--- src/rtl/sm4_pkg.sv ---
// Shared SM4 constants, FSM state type and word helpers for the iterative engine.
package sm4_pkg;

    localparam int ROUNDS = 32;

    typedef enum logic [1:0] {
        ST_IDLE,
        ST_KEYEXP,
        ST_CRYPT,
        ST_OUTPUT
    } sm4_state_e;

    localparam logic [7:0] SBOX [0:255] = '{
        8'hd6, 8'h90, 8'he9, 8'hfe, 8'hcc, 8'he1, 8'h3d, 8'hb7, 8'h16, 8'hb6, 8'h14, 8'hc2, 8'h28, 8'hfb, 8'h2c, 8'h05,
        8'h2b, 8'h67, 8'h9a, 8'h76, 8'h2a, 8'hbe, 8'h04, 8'hc3, 8'haa, 8'h44, 8'h13, 8'h26, 8'h49, 8'h86, 8'h06, 8'h99,
        8'h9c, 8'h42, 8'h50, 8'hf4, 8'h91, 8'hef, 8'h98, 8'h7a, 8'h33, 8'h54, 8'h0b, 8'h43, 8'hed, 8'hcf, 8'hac, 8'h62,
        8'he4, 8'hb3, 8'h1c, 8'ha9, 8'hc9, 8'h08, 8'he8, 8'h95, 8'h80, 8'hdf, 8'h94, 8'hfa, 8'h75, 8'h8f, 8'h3f, 8'ha6,
        8'h47, 8'h07, 8'ha7, 8'hfc, 8'hf3, 8'h73, 8'h17, 8'hba, 8'h83, 8'h59, 8'h3c, 8'h19, 8'he6, 8'h85, 8'h4f, 8'ha8,
        8'h68, 8'h6b, 8'h81, 8'hb2, 8'h71, 8'h64, 8'hda, 8'h8b, 8'hf8, 8'heb, 8'h0f, 8'h4b, 8'h70, 8'h56, 8'h9d, 8'h35,
        8'h1e, 8'h24, 8'h0e, 8'h5e, 8'h63, 8'h58, 8'hd1, 8'ha2, 8'h25, 8'h22, 8'h7c, 8'h3b, 8'h01, 8'h21, 8'h78, 8'h87,
        8'hd4, 8'h00, 8'h46, 8'h57, 8'h9f, 8'hd3, 8'h27, 8'h52, 8'h4c, 8'h36, 8'h02, 8'he7, 8'ha0, 8'hc4, 8'hc8, 8'h9e,
        8'hea, 8'hbf, 8'h8a, 8'hd2, 8'h40, 8'hc7, 8'h38, 8'hb5, 8'ha3, 8'hf7, 8'hf2, 8'hce, 8'hf9, 8'h61, 8'h15, 8'ha1,
        8'he0, 8'hae, 8'h5d, 8'ha4, 8'h9b, 8'h34, 8'h1a, 8'h55, 8'had, 8'h93, 8'h32, 8'h30, 8'hf5, 8'h8c, 8'hb1, 8'he3,
        8'h1d, 8'hf6, 8'he2, 8'h2e, 8'h82, 8'h66, 8'hca, 8'h60, 8'hc0, 8'h29, 8'h23, 8'hab, 8'h0d, 8'h53, 8'h4e, 8'h6f,
        8'hd5, 8'hdb, 8'h37, 8'h45, 8'hde, 8'hfd, 8'h8e, 8'h2f, 8'h03, 8'hff, 8'h6a, 8'h72, 8'h6d, 8'h6c, 8'h5b, 8'h51,
        8'h8d, 8'h1b, 8'haf, 8'h92, 8'hbb, 8'hdd, 8'hbc, 8'h7f, 8'h11, 8'hd9, 8'h5c, 8'h41, 8'h1f, 8'h10, 8'h5a, 8'hd8,
        8'h0a, 8'hc1, 8'h31, 8'h88, 8'ha5, 8'hcd, 8'h7b, 8'hbd, 8'h2d, 8'h74, 8'hd0, 8'h12, 8'hb8, 8'he5, 8'hb4, 8'hb0,
        8'h89, 8'h69, 8'h97, 8'h4a, 8'h0c, 8'h96, 8'h77, 8'h7e, 8'h65, 8'hb9, 8'hf1, 8'h09, 8'hc5, 8'h6e, 8'hc6, 8'h84,
        8'h18, 8'hf0, 8'h7d, 8'hec, 8'h3a, 8'hdc, 8'h4d, 8'h20, 8'h79, 8'hee, 8'h5f, 8'h3e, 8'hd7, 8'hcb, 8'h39, 8'h48
    };

    localparam logic [31:0] CK [0:31] = '{
        32'h00070e15, 32'h1c232a31, 32'h383f464d, 32'h545b6269,
        32'h70777e85, 32'h8c939aa1, 32'ha8afb6bd, 32'hc4cbd2d9,
        32'he0e7eef5, 32'hfc030a11, 32'h181f262d, 32'h343b4249,
        32'h50575e65, 32'h6c737a81, 32'h888f969d, 32'ha4abb2b9,
        32'hc0c7ced5, 32'hdce3eaf1, 32'hf8ff060d, 32'h141b2229,
        32'h30373e45, 32'h4c535a61, 32'h686f767d, 32'h848b9299,
        32'ha0a7aeb5, 32'hbcc3cad1, 32'hd8dfe6ed, 32'hf4fb0209,
        32'h10171e25, 32'h2c333a41, 32'h484f565d, 32'h646b7279
    };

    localparam logic [31:0] FK [0:3] = '{
        32'ha3b1bac6, 32'h56aa3350, 32'h677d9197, 32'hb27022dc
    };

    // n must lie in 1..31
    function automatic logic [31:0] rotl32(input logic [31:0] x, input int n);
        return (x << n) | (x >> (32 - n));
    endfunction

endpackage

--- src/rtl/sm4_round.sv ---
// One SM4 round word: new = X0 ^ L(tau(X1^X2^X3^rc)), with L' for key schedule or L for cipher.
module sm4_round
    import sm4_pkg::*;
(
    input  logic [31:0] i_x0,
    input  logic [31:0] i_x1,
    input  logic [31:0] i_x2,
    input  logic [31:0] i_x3,
    input  logic [31:0] i_rc,
    input  logic        i_sel_key,
    output logic [31:0] o_new
);

    logic [31:0] w_t;
    logic [31:0] w_b;
    logic [31:0] w_l;

    assign w_t = i_x1 ^ i_x2 ^ i_x3 ^ i_rc;

    generate
        for (genvar gi = 0; gi < 4; gi++) begin : g_sbox
            assign w_b[8*gi +: 8] = SBOX[w_t[8*gi +: 8]];
        end
    endgenerate

    always_comb begin
        w_l = '0;
        if (i_sel_key) begin
            w_l = w_b ^ rotl32(w_b, 13) ^ rotl32(w_b, 23);
        end else begin
            w_l = w_b ^ rotl32(w_b, 2) ^ rotl32(w_b, 10) ^ rotl32(w_b, 18) ^ rotl32(w_b, 24);
        end
    end

    assign o_new = i_x0 ^ w_l;

endmodule

--- src/rtl/sm4_iter_engine.sv ---
// Iterative SM4: expands the master key into 32 round-key registers, then runs
// one round per cycle on each block, sharing a single round datapath.
module sm4_iter_engine #(
    parameter int ROUNDS = sm4_pkg::ROUNDS
) (
    input  logic       clk,
    input  logic       rst,
    input  logic       key_valid,
    output logic       key_ready,
    input  logic [7:0] key [0:15],
    output logic       key_loaded,
    input  logic       in_valid,
    output logic       in_ready,
    input  logic       in_mode,
    input  logic [7:0] in_data [0:15],
    output logic       out_valid,
    input  logic       out_ready,
    output logic [7:0] out_data [0:15]
);
    import sm4_pkg::*;

    localparam int CNT_W = $clog2(ROUNDS);
    localparam logic [CNT_W-1:0] LAST = CNT_W'(ROUNDS - 1);

    sm4_state_e       r_state;
    logic [CNT_W-1:0] r_cnt;
    logic [31:0]      r_x [0:3];
    logic [31:0]      r_rk [0:ROUNDS-1];
    logic             r_mode;
    logic             r_key_loaded;
    logic             r_out_valid;
    logic [127:0]     r_out_data;

    logic [31:0]      w_mk [0:3];
    logic [31:0]      w_in [0:3];
    logic [CNT_W-1:0] w_rk_idx;
    logic [31:0]      w_rc;
    logic             w_sel_key;
    logic [31:0]      w_new;

    generate
        for (genvar gi = 0; gi < 4; gi++) begin : g_words
            assign w_mk[gi] = {key[4*gi], key[4*gi+1], key[4*gi+2], key[4*gi+3]};
            assign w_in[gi] = {in_data[4*gi], in_data[4*gi+1], in_data[4*gi+2], in_data[4*gi+3]};
        end
        for (genvar gi = 0; gi < 16; gi++) begin : g_out
            assign out_data[gi] = r_out_data[127-8*gi -: 8];
        end
    endgenerate

    // Decryption walks the round keys in reverse order
    assign w_rk_idx  = r_mode ? r_cnt : (LAST - r_cnt);
    assign w_sel_key = (r_state == ST_KEYEXP);
    assign w_rc      = w_sel_key ? CK[r_cnt] : r_rk[w_rk_idx];

    sm4_round u_round (
        .i_x0      (r_x[0]),
        .i_x1      (r_x[1]),
        .i_x2      (r_x[2]),
        .i_x3      (r_x[3]),
        .i_rc      (w_rc),
        .i_sel_key (w_sel_key),
        .o_new     (w_new)
    );

    assign key_ready  = (r_state == ST_IDLE);
    assign in_ready   = (r_state == ST_IDLE) && r_key_loaded && !key_valid;
    assign key_loaded = r_key_loaded;
    assign out_valid  = r_out_valid;

    always_ff @(posedge clk) begin
        if (rst) begin
            r_state      <= ST_IDLE;
            r_cnt        <= '0;
            r_x[0]       <= '0;
            r_x[1]       <= '0;
            r_x[2]       <= '0;
            r_x[3]       <= '0;
            r_mode       <= 1'b0;
            r_key_loaded <= 1'b0;
            r_out_valid  <= 1'b0;
            r_out_data   <= '0;
        end else begin
            case (r_state)
                ST_IDLE: begin
                    if (key_valid) begin
                        r_x[0]       <= w_mk[0] ^ FK[0];
                        r_x[1]       <= w_mk[1] ^ FK[1];
                        r_x[2]       <= w_mk[2] ^ FK[2];
                        r_x[3]       <= w_mk[3] ^ FK[3];
                        r_key_loaded <= 1'b0;
                        r_cnt        <= '0;
                        r_state      <= ST_KEYEXP;
                    end else if (in_valid && r_key_loaded) begin
                        r_x[0]  <= w_in[0];
                        r_x[1]  <= w_in[1];
                        r_x[2]  <= w_in[2];
                        r_x[3]  <= w_in[3];
                        r_mode  <= in_mode;
                        r_cnt   <= '0;
                        r_state <= ST_CRYPT;
                    end
                end
                ST_KEYEXP, ST_CRYPT: begin
                    r_x[0] <= r_x[1];
                    r_x[1] <= r_x[2];
                    r_x[2] <= r_x[3];
                    r_x[3] <= w_new;
                    r_cnt  <= r_cnt + 1'b1;
                    if (r_cnt == LAST) begin
                        if (r_state == ST_KEYEXP) begin
                            r_key_loaded <= 1'b1;
                            r_state      <= ST_IDLE;
                        end else begin
                            r_out_data  <= {w_new, r_x[3], r_x[2], r_x[1]};
                            r_out_valid <= 1'b1;
                            r_state     <= ST_OUTPUT;
                        end
                    end
                end
                ST_OUTPUT: begin
                    if (out_ready) begin
                        r_out_valid <= 1'b0;
                        r_state     <= ST_IDLE;
                    end
                end
                default: r_state <= ST_IDLE;
            endcase
        end
    end

    // Round-key file needs no reset: key_loaded gates its use
    always_ff @(posedge clk) begin
        if (r_state == ST_KEYEXP) begin
            r_rk[r_cnt] <= w_new;
        end
    end

endmodule
--- config.mk ---
export PLATFORM = sky130hd
export DESIGN_NAME = sm4_iter_engine
export DESIGN_NICKNAME = d
export VERILOG_FILES = /design/src/rtl/sm4_pkg.sv /design/src/rtl/sm4_round.sv /design/src/rtl/sm4_iter_engine.sv
export SDC_FILE = /design/constraint.sdc
export NUM_CORES = 2
export LEC_CHECK = 0
export CORE_MARGIN = 2
export CORE_UTILIZATION = 35
export DETAILED_ROUTE_END_ITERATION = 12
export GPL_TIMING_DRIVEN = 0
export PLACE_DENSITY = 0.49
export RECOVER_POWER = 100
export SLEW_MARGIN = 15
export SYNTH_ARGS = -nofsm -noshare
export SYNTH_HDL_FRONTEND = slang
export SYNTH_SLANG_ARGS = --single-unit
export TNS_END_PERCENT = 20
--- constraint.sdc ---
create_clock -name clk -period 8.7 [get_ports clk]
set_input_delay 2.175 -clock clk [delete_from_list [all_inputs] [get_ports clk]]
set_output_delay 2.175 -clock clk [all_outputs]
set_load 0.05 [all_outputs]
After elaboration in Yosys (flattened, before gate mapping)
Memories as Yosys holds them, arrays and structs flattened.
Index checks and enable logic that the tools add are counted.
{"block": "totals", "ff_bits": 138, "ramBits": 1152, "mem_bits_ro": 9216, "input_bits": 262, "out_inout_bits": 132, "mem_count": 7}
{"block": "op_classes", "addsub": 2, "order_cmp": 5, "eq_ne": 10, "n_mux": 58, "n_bitwise": 39, "reduce_logical": 14}
{"name": "(name not given)", "words": 256, "width": 8, "rd": 1, "rd_clocked_by_memory_dff": 0, "write_ports": 0, "line_no": "sm4_round.sv:22", "rtl": "assign w_b[8*gi +: 8] = SBOX[w_t[8*gi +: 8]];"}
{"name": "(name not given)", "words": 256, "width": 8, "rd": 1, "rd_clocked_by_memory_dff": 0, "write_ports": 0, "line_no": "sm4_round.sv:22"}
{"name": "(name not given)", "words": 256, "width": 8, "rd": 1, "rd_clocked_by_memory_dff": 0, "write_ports": 0, "line_no": "sm4_round.sv:22"}
{"name": "(name not given)", "words": 256, "width": 8, "rd": 1, "rd_clocked_by_memory_dff": 0, "write_ports": 0, "line_no": "sm4_round.sv:22"}
{"name": "(name not given)", "words": 32, "width": 32, "rd": 1, "rd_clocked_by_memory_dff": 0, "write_ports": 0, "line_no": "sm4_iter_engine.sv:54", "rtl": "assign w_rc = w_sel_key ? CK[r_cnt] : r_rk[w_rk_idx];"}
{"name": "r_rk", "words": 32, "width": 32, "rd": 1, "rd_clocked_by_memory_dff": 0, "write_ports": 1, "line_no": "sm4_iter_engine.sv:28", "rtl": "logic [31:0] r_rk [0:ROUNDS-1];"}
{"name": "1 more memories"}
{"operator": "$mux W32", "count": 16}
{"operator": "$xor A32 B32 Y32", "count": 10}
{"operator": "$mux W8", "count": 8}
{"operator": "$ge A9 B9 Y1 const B", "count": 4}
{"operator": "$not A8 Y9", "count": 4}
{"operator": "$or A32 B10 Y32", "count": 1}
{"operator": "$or A32 B13 Y32", "count": 1}
{"operator": "$or A32 B18 Y32", "count": 1}
{"operator": "$or A32 B2 Y32", "count": 1}
{"operator": "$or A32 B23 Y32", "count": 1}
{"operator": "$or A32 B24 Y32", "count": 1}
{"operator": "$not A14 Y14", "count": 2}
{"operator": "$mux W1", "count": 22}
{"operator": "$not A19 Y19", "count": 1}
{"operator": "$not A17 Y17", "count": 1}
{"operator": "$mux W5", "count": 3}
{"operator": "$or A1 B1 Y1", "count": 12}
{"operator": "$mux W2", "count": 5}
{"operator": "$ne A2 B2 Y1 const B", "count": 5}
{"operator": "$pmux W5 S2", "count": 1}
{"operator": "$reduce_and A3 Y1", "count": 3}
{"operator": "$reduce_and A4 Y1", "count": 2}
{"operator": "$ge A6 B6 Y1 const B", "count": 1}
{"operator": "$not A5 Y6", "count": 1}
{"operator": "15 further kinds", "count": 21}

Longest topological paths before layout
{"block": "depth", "depth_word": 18, "ltp_mapped": 31, "depth_no_buf": 24}

Hierarchy
From an unflattened synthesis, not the netlist that was laid out.
{"block": "hier_totals", "cells_unflattened": 6501, "area_unflattened_um2": 71905.2}
{"module": "sm4_iter_engine", "instances": 1, "cells_each": 3937, "area_each_um2": 55414.4, "seq_area_each_um2": 37355.8}
{"module": "sm4_round", "instances": 1, "cells_each": 2564, "area_each_um2": 16490.8, "seq_area_each_um2": 0.0}

Worst setup path before layout
No wires, ideal clock.
{"block": "synth_timing", "path_type": "reg-to-reg", "start": "register r_cnt[1]", "end": "memory r_rk[0][23], data pin", "setup_time_ns": 0.378, "arrival_time_ns": 6.465, "setup_slack_ns": 1.858, "path_stages_with_launch": 29, "n_path_buf": 8, "synth_period_minus_slack_ns": 6.842, "cell_sequence": "dfxtp_1 -> buf_6 -> buf_8 -> buf_6 -> buf_2 -> mux2_2 -> o221ai_1 -> a22oi_1 -> a2111o_1 -> o211a_2 -> nor3_4 -> nor2_4 -> inv_4 -> buf_2 -> buf_2 -> ha_1 -> clkbuf_1 -> nor2_1 -> nand2_1 -> o21a_1 -> o32ai_1 -> a2111oi_0 -> nor4_1 -> a211o_1 -> buf_2 -> xor2_1 -> xnor3_1 -> mux2_2 -> xor2_1"}
{"block": "synth_via", "elab_chain_len": 17, "elab_cells_between_ends": 39}
{"item": "from (decl)", "line_no": "sm4_iter_engine.sv:26", "rtl": "logic [CNT_W-1:0] r_cnt;"}
{"item": "from (signal assigned)", "line_no": "sm4_iter_engine.sv:109", "rtl": "r_cnt <= r_cnt + 1'b1;"}
{"item": "branches (longest 4 deep; another with $mem_v2 Z32 W32)"}
{"item": "$mux W32 *", "line_no": "sm4_iter_engine.sv:54"}
{"item": "$xor A32 B32 Y32 *", "line_no": "sm4_round.sv:18", "rtl": "assign w_t = i_x1 ^ i_x2 ^ i_x3 ^ i_rc;"}
{"item": "$not A8 Y9 (not written as such)", "line_no": "sm4_round.sv:22"}
{"item": "$mem_v2 Z256 W8"}
{"item": "$mux W8 (not written as such) (2 in a row)", "line_no": "sm4_round.sv:22"}
{"item": "$or A32 B2 Y32", "line_no": "sm4_pkg.sv:49", "rtl": "return (x << n) | (x >> (32 - n));"}
{"item": "$xor A32 B32 Y32 (4 in a row)", "line_no": "sm4_round.sv:31", "rtl": "w_l = w_b ^ rotl32(w_b, 2) ^ rotl32(w_b, 10) ^ rotl32(w_b, 18) ^ rotl32(w_b, 24);"}
{"item": "$mux W32 *", "line_no": "sm4_round.sv:28", "rtl": "if (i_sel_key) begin"}
{"item": "$xor A32 B32 Y32 *", "line_no": "sm4_round.sv:35", "rtl": "assign o_new = i_x0 ^ w_l;"}
{"item": "via u_round.o_new[23]", "line_no": "sm4_round.sv:11", "rtl": "output logic [31:0] o_new"}
{"item": "to (decl)", "line_no": "sm4_iter_engine.sv:28"}
Mark *: on every way through the listed nets, which the timed path passes. The select of a mux whose other input is x is not followed.

Worst setup path in the final report
{"block": "layout_timing", "start": "register r_cnt[4]", "end": "memory r_rk[31][23], data pin"}
The elaborated chain is that of the path after synthesis.

==> reports/results.tsv <==
metric	value	unit
post-synth cell types	141	
WP buf/inv	4	
fin crit period	8.91	ns
Post-Syn Area	0.0773	mm2
total CTS buffers	149	
CP endpoint kind	flip-flop	
FMAX	0.112	GHz
asr flop ratio synth	0	
clk_lat worst skew	0.88	ns
Post-DRT Antenna Nets	0	
Max-slew headroom	-0.281	
WL final	492000	um
Post-DP Area	0.0886	mm2
maximum fanout along the worst path	32	
Yosys top cell by area	edfxtp_1	
share of the synthesized area in the top cell type	0.448	
initial antenna violation count	27	
PortBufs	393	
main area contributors after synthesis	edfxtp_1 45%, mux4_2 4.1%, dfxtp_1 3.6%	
Max Root-Sink Buffers	3	
Top FF cell, synth	edfxtp_1	
Post-synth top cells	1152 x edfxtp_1, 645 x nand2_1, 514 x a21oi_1	
DR WL/cell	45.6	um
Die W	474	um
clk root buf	clkbuf_16	
register area share after synthesis	0.484	
status	complete, but fails checks	
CP Data Arrival Time	9.60	ns
Overflow after GRT	0	
Chip Height	474	um
final period utilization	1.02	
Final Non-Filler Cells	10800	
hold depth	2	
Crit Path Class	reg2reg	
slowest stage delay, CP	0.81	ns
first-pass GRT wire length	645000	um
DIE AREA	0.224	mm2
Top Family by Delay on Critical Path	simple AND/OR/NAND/NOR gates	
fin util	0.432	
share of cells above drive strength 1	0.201	
post-DP HPWL	368000	um
r2r endpoint	r_rk[31][23]	
drt via density	6.95	
r2r setup slk	-0.21	ns
Area Overhead vs Synth	22.7	%
fin. max-slew vios	41	
min-delay src	out_data[1]	
clock-pin slew on the worst setup and hold paths	0.06	ns
Hold Path End	out_data[1]	
Max Cap Viol	2	
number of synthesized flops with an enable pin	1152	
gp weighted congestion	1.05	
largest net degree at the start of global routing	34	
placed insts	10500	
slowest CP cell	nor2_1	
Hold Crit Class	reg2reg	
via count of the routed design	75000	
vias in the first global route	70300	
unrepaired setup endpoints after global routing	true	
Worst Setup Start Kind	flip-flop	
Final Hold Vio Count	0	
design area	0.0948	mm2
Seq cells post-synth	1290	
H-tree depth	4	
critical-path cell list	clkbuf_1 > clkbuf_1 > nor3b_1 > nor2_1 > a31oi_1 > a22oi_2 > o221ai_2 > nor2_8 > nand3_1 > nand3b_1 > a31oi_1 > a2111oi_0 > nor4_1 > a211o_1 > buf_2 > xor2_1 > xnor3_1 > mux2_2 > xor2_4 > buf_12	
Iteration-0 DRC Markers	12700	
Final WS setup	-0.211	ns
worst reg2reg path depth	20	
router iterations before antenna repair	9	
clk sinks	1290	
Core Area	0.220	mm2
RR Startpoint	r_cnt[4]	
Data required, critical path	9.39	ns
Yosys Warn Count	0	
cts hold-fix bufs	0	
row count	172	
post-synth net total	7289	
failing checks	capacitance limit, slew limit, setup timing	
Post-Syn Area per Cell	11.1	um2
Cells after Synth	6975	
Final setup viols	421	
Initial Utilization	0.352	
Nets	8098	
TritonCTS clock tree	done	
Tightest Pin Transition	1.92	ns
most common cell in the netlist	edfxtp_1	
clk_skew	0.0828	ns
GRT Total Usage	0.423	
num ports	394	
DRC	0	
## sequential cells by signal (all words and copies together) (netlist names)
signal	flops
key_loaded	1
out_data	128
out_valid	1
r_cnt	5
r_mode	1
r_rk	1024
r_state	2
r_x	128
## what timing repair did
item                       4_1_cts  5_1_grt
pin swaps                       16        6
gates resized for setup        141       70
setup buffers                   35       10
cloned                           0        0
setup endpoints to repair     1088      815
## layout by cell type (no fill, tap or decap), types with 52 or more instances in the layout
cell | synthesis | final
a211oi_1 | 124 | 122
a21oi_1 | 514 | 502
a221o_1 | 75 | 75
a221oi_1 | 99 | 99
a22o_1 | 52 | 52
a22oi_1 | 129 | 125
a31oi_1 | 76 | 74
buf_12 | 1 | 52
buf_2 | 232 | 208
buf_4 | 95 | 231
buf_6 | 70 | 141
clkbuf_1 | 211 | 208
clkbuf_16 | 0 | 151
clkdlybuf4s50_1 | 0 | 261
dfxtp_1 | 138 | 134
dlygate4sd3_1 | 0 | 132
edfxtp_1 | 1152 | 1152
mux2_2 | 170 | 170
mux2i_1 | 254 | 253
mux4_2 | 140 | 140
nand2_1 | 645 | 639
nand3_1 | 131 | 126
nor2_1 | 397 | 364
nor3_1 | 144 | 120
o211ai_1 | 89 | 89
o21ai_0 | 387 | 378
o221ai_1 | 94 | 94
o22ai_1 | 138 | 137
xnor2_1 | 175 | 141
xor2_1 | 101 | 81
## cell type report
type / instances / area, um2
diodes: 16 / 40.0
clock buffers: 191 / 3990
flip-flops and latches: 1290 / 37400
well taps: 2871 / 3590
multi-input cells: 4977 / 37400
repair buffers: 669 / 7410
inverters: 67 / 267
clock inverters: 83 / 923
fillers: 20800 / 125000
plain buffers: 630 / 3760
## per-layer routing
layer,global-route usage,routed length (um),vias to the layer above,share of wire
met3,0.107,55100,1604,0.11
met4,0.301,42500,14,0.086
met2,0.635,212000,6192,0.43
met1,0.532,183000,38100,0.37
li1,-,-,29100,-
met5,0,127,-,0.00026
## kinds of logic (layout without fill, tap and decap cells)
| logic type | Yosys count | count (layout) | synth area share |
|---|---|---|---|
| flip-flops | 1290 | 1290 | 0.484 |
| XOR/XNOR | 312 | 312 | 0.0407 |
| adder cells (fa/ha/maj) | 55 | 55 | 0.00883 |
| multiplexers | 584 | 584 | 0.101 |
| buffers and inverters | 708 | 1640 | 0.0502 |
| AND/OR/NAND/NOR | 1663 | 1663 | 0.101 |
| AO/OA/AOI/OAI | 2363 | 2363 | 0.214 |
| other | 0 | 16 | 0 |
## per-stage QoR
step	worst slack, ns	TNS (ns)	hold WS, ns
after floorplan	1.86	0	0.508
after global placement	-6.73	-9204.97	0.444
after detailed placement	-2.61	-2193.35	0.447
after CTS	0.00626	0	0.455
after global routing	-0.0346	-0.0346	0.473
final	-0.211	-37.41	0.450
## worst register-to-register path: cells and delay by family (launching register included)
family / cells / cell delay, ns
simple gates: 6 / 2.50
compound gates: 6 / 2.27
buf+inv: 4 / 1.69
xor+xnor: 3 / 1.17
flops: 1 / 0.75
mux: 1 / 0.35
## worst max path at each step
stage	depth (start not counted)	to	from	slack [ns]
2_1_floorplan	28	r_rk[0][23]	r_cnt[1]	1.86
3_3_place_gp	19	r_rk[30][11]	r_mode	-6.73
3_5_place_dp	27	r_rk[25][1]	r_mode	-2.61
4_1_cts	20	r_rk[6][19]	r_state[1]	0.006
5_1_grt	29	r_x[0][98]	r_cnt[1]	-0.03
6_report	20	r_rk[31][23]	r_cnt[4]	-0.21
Power is not shown: default switching activity piles up to over one toggle a cycle in this logic, so the estimate is an artifact.
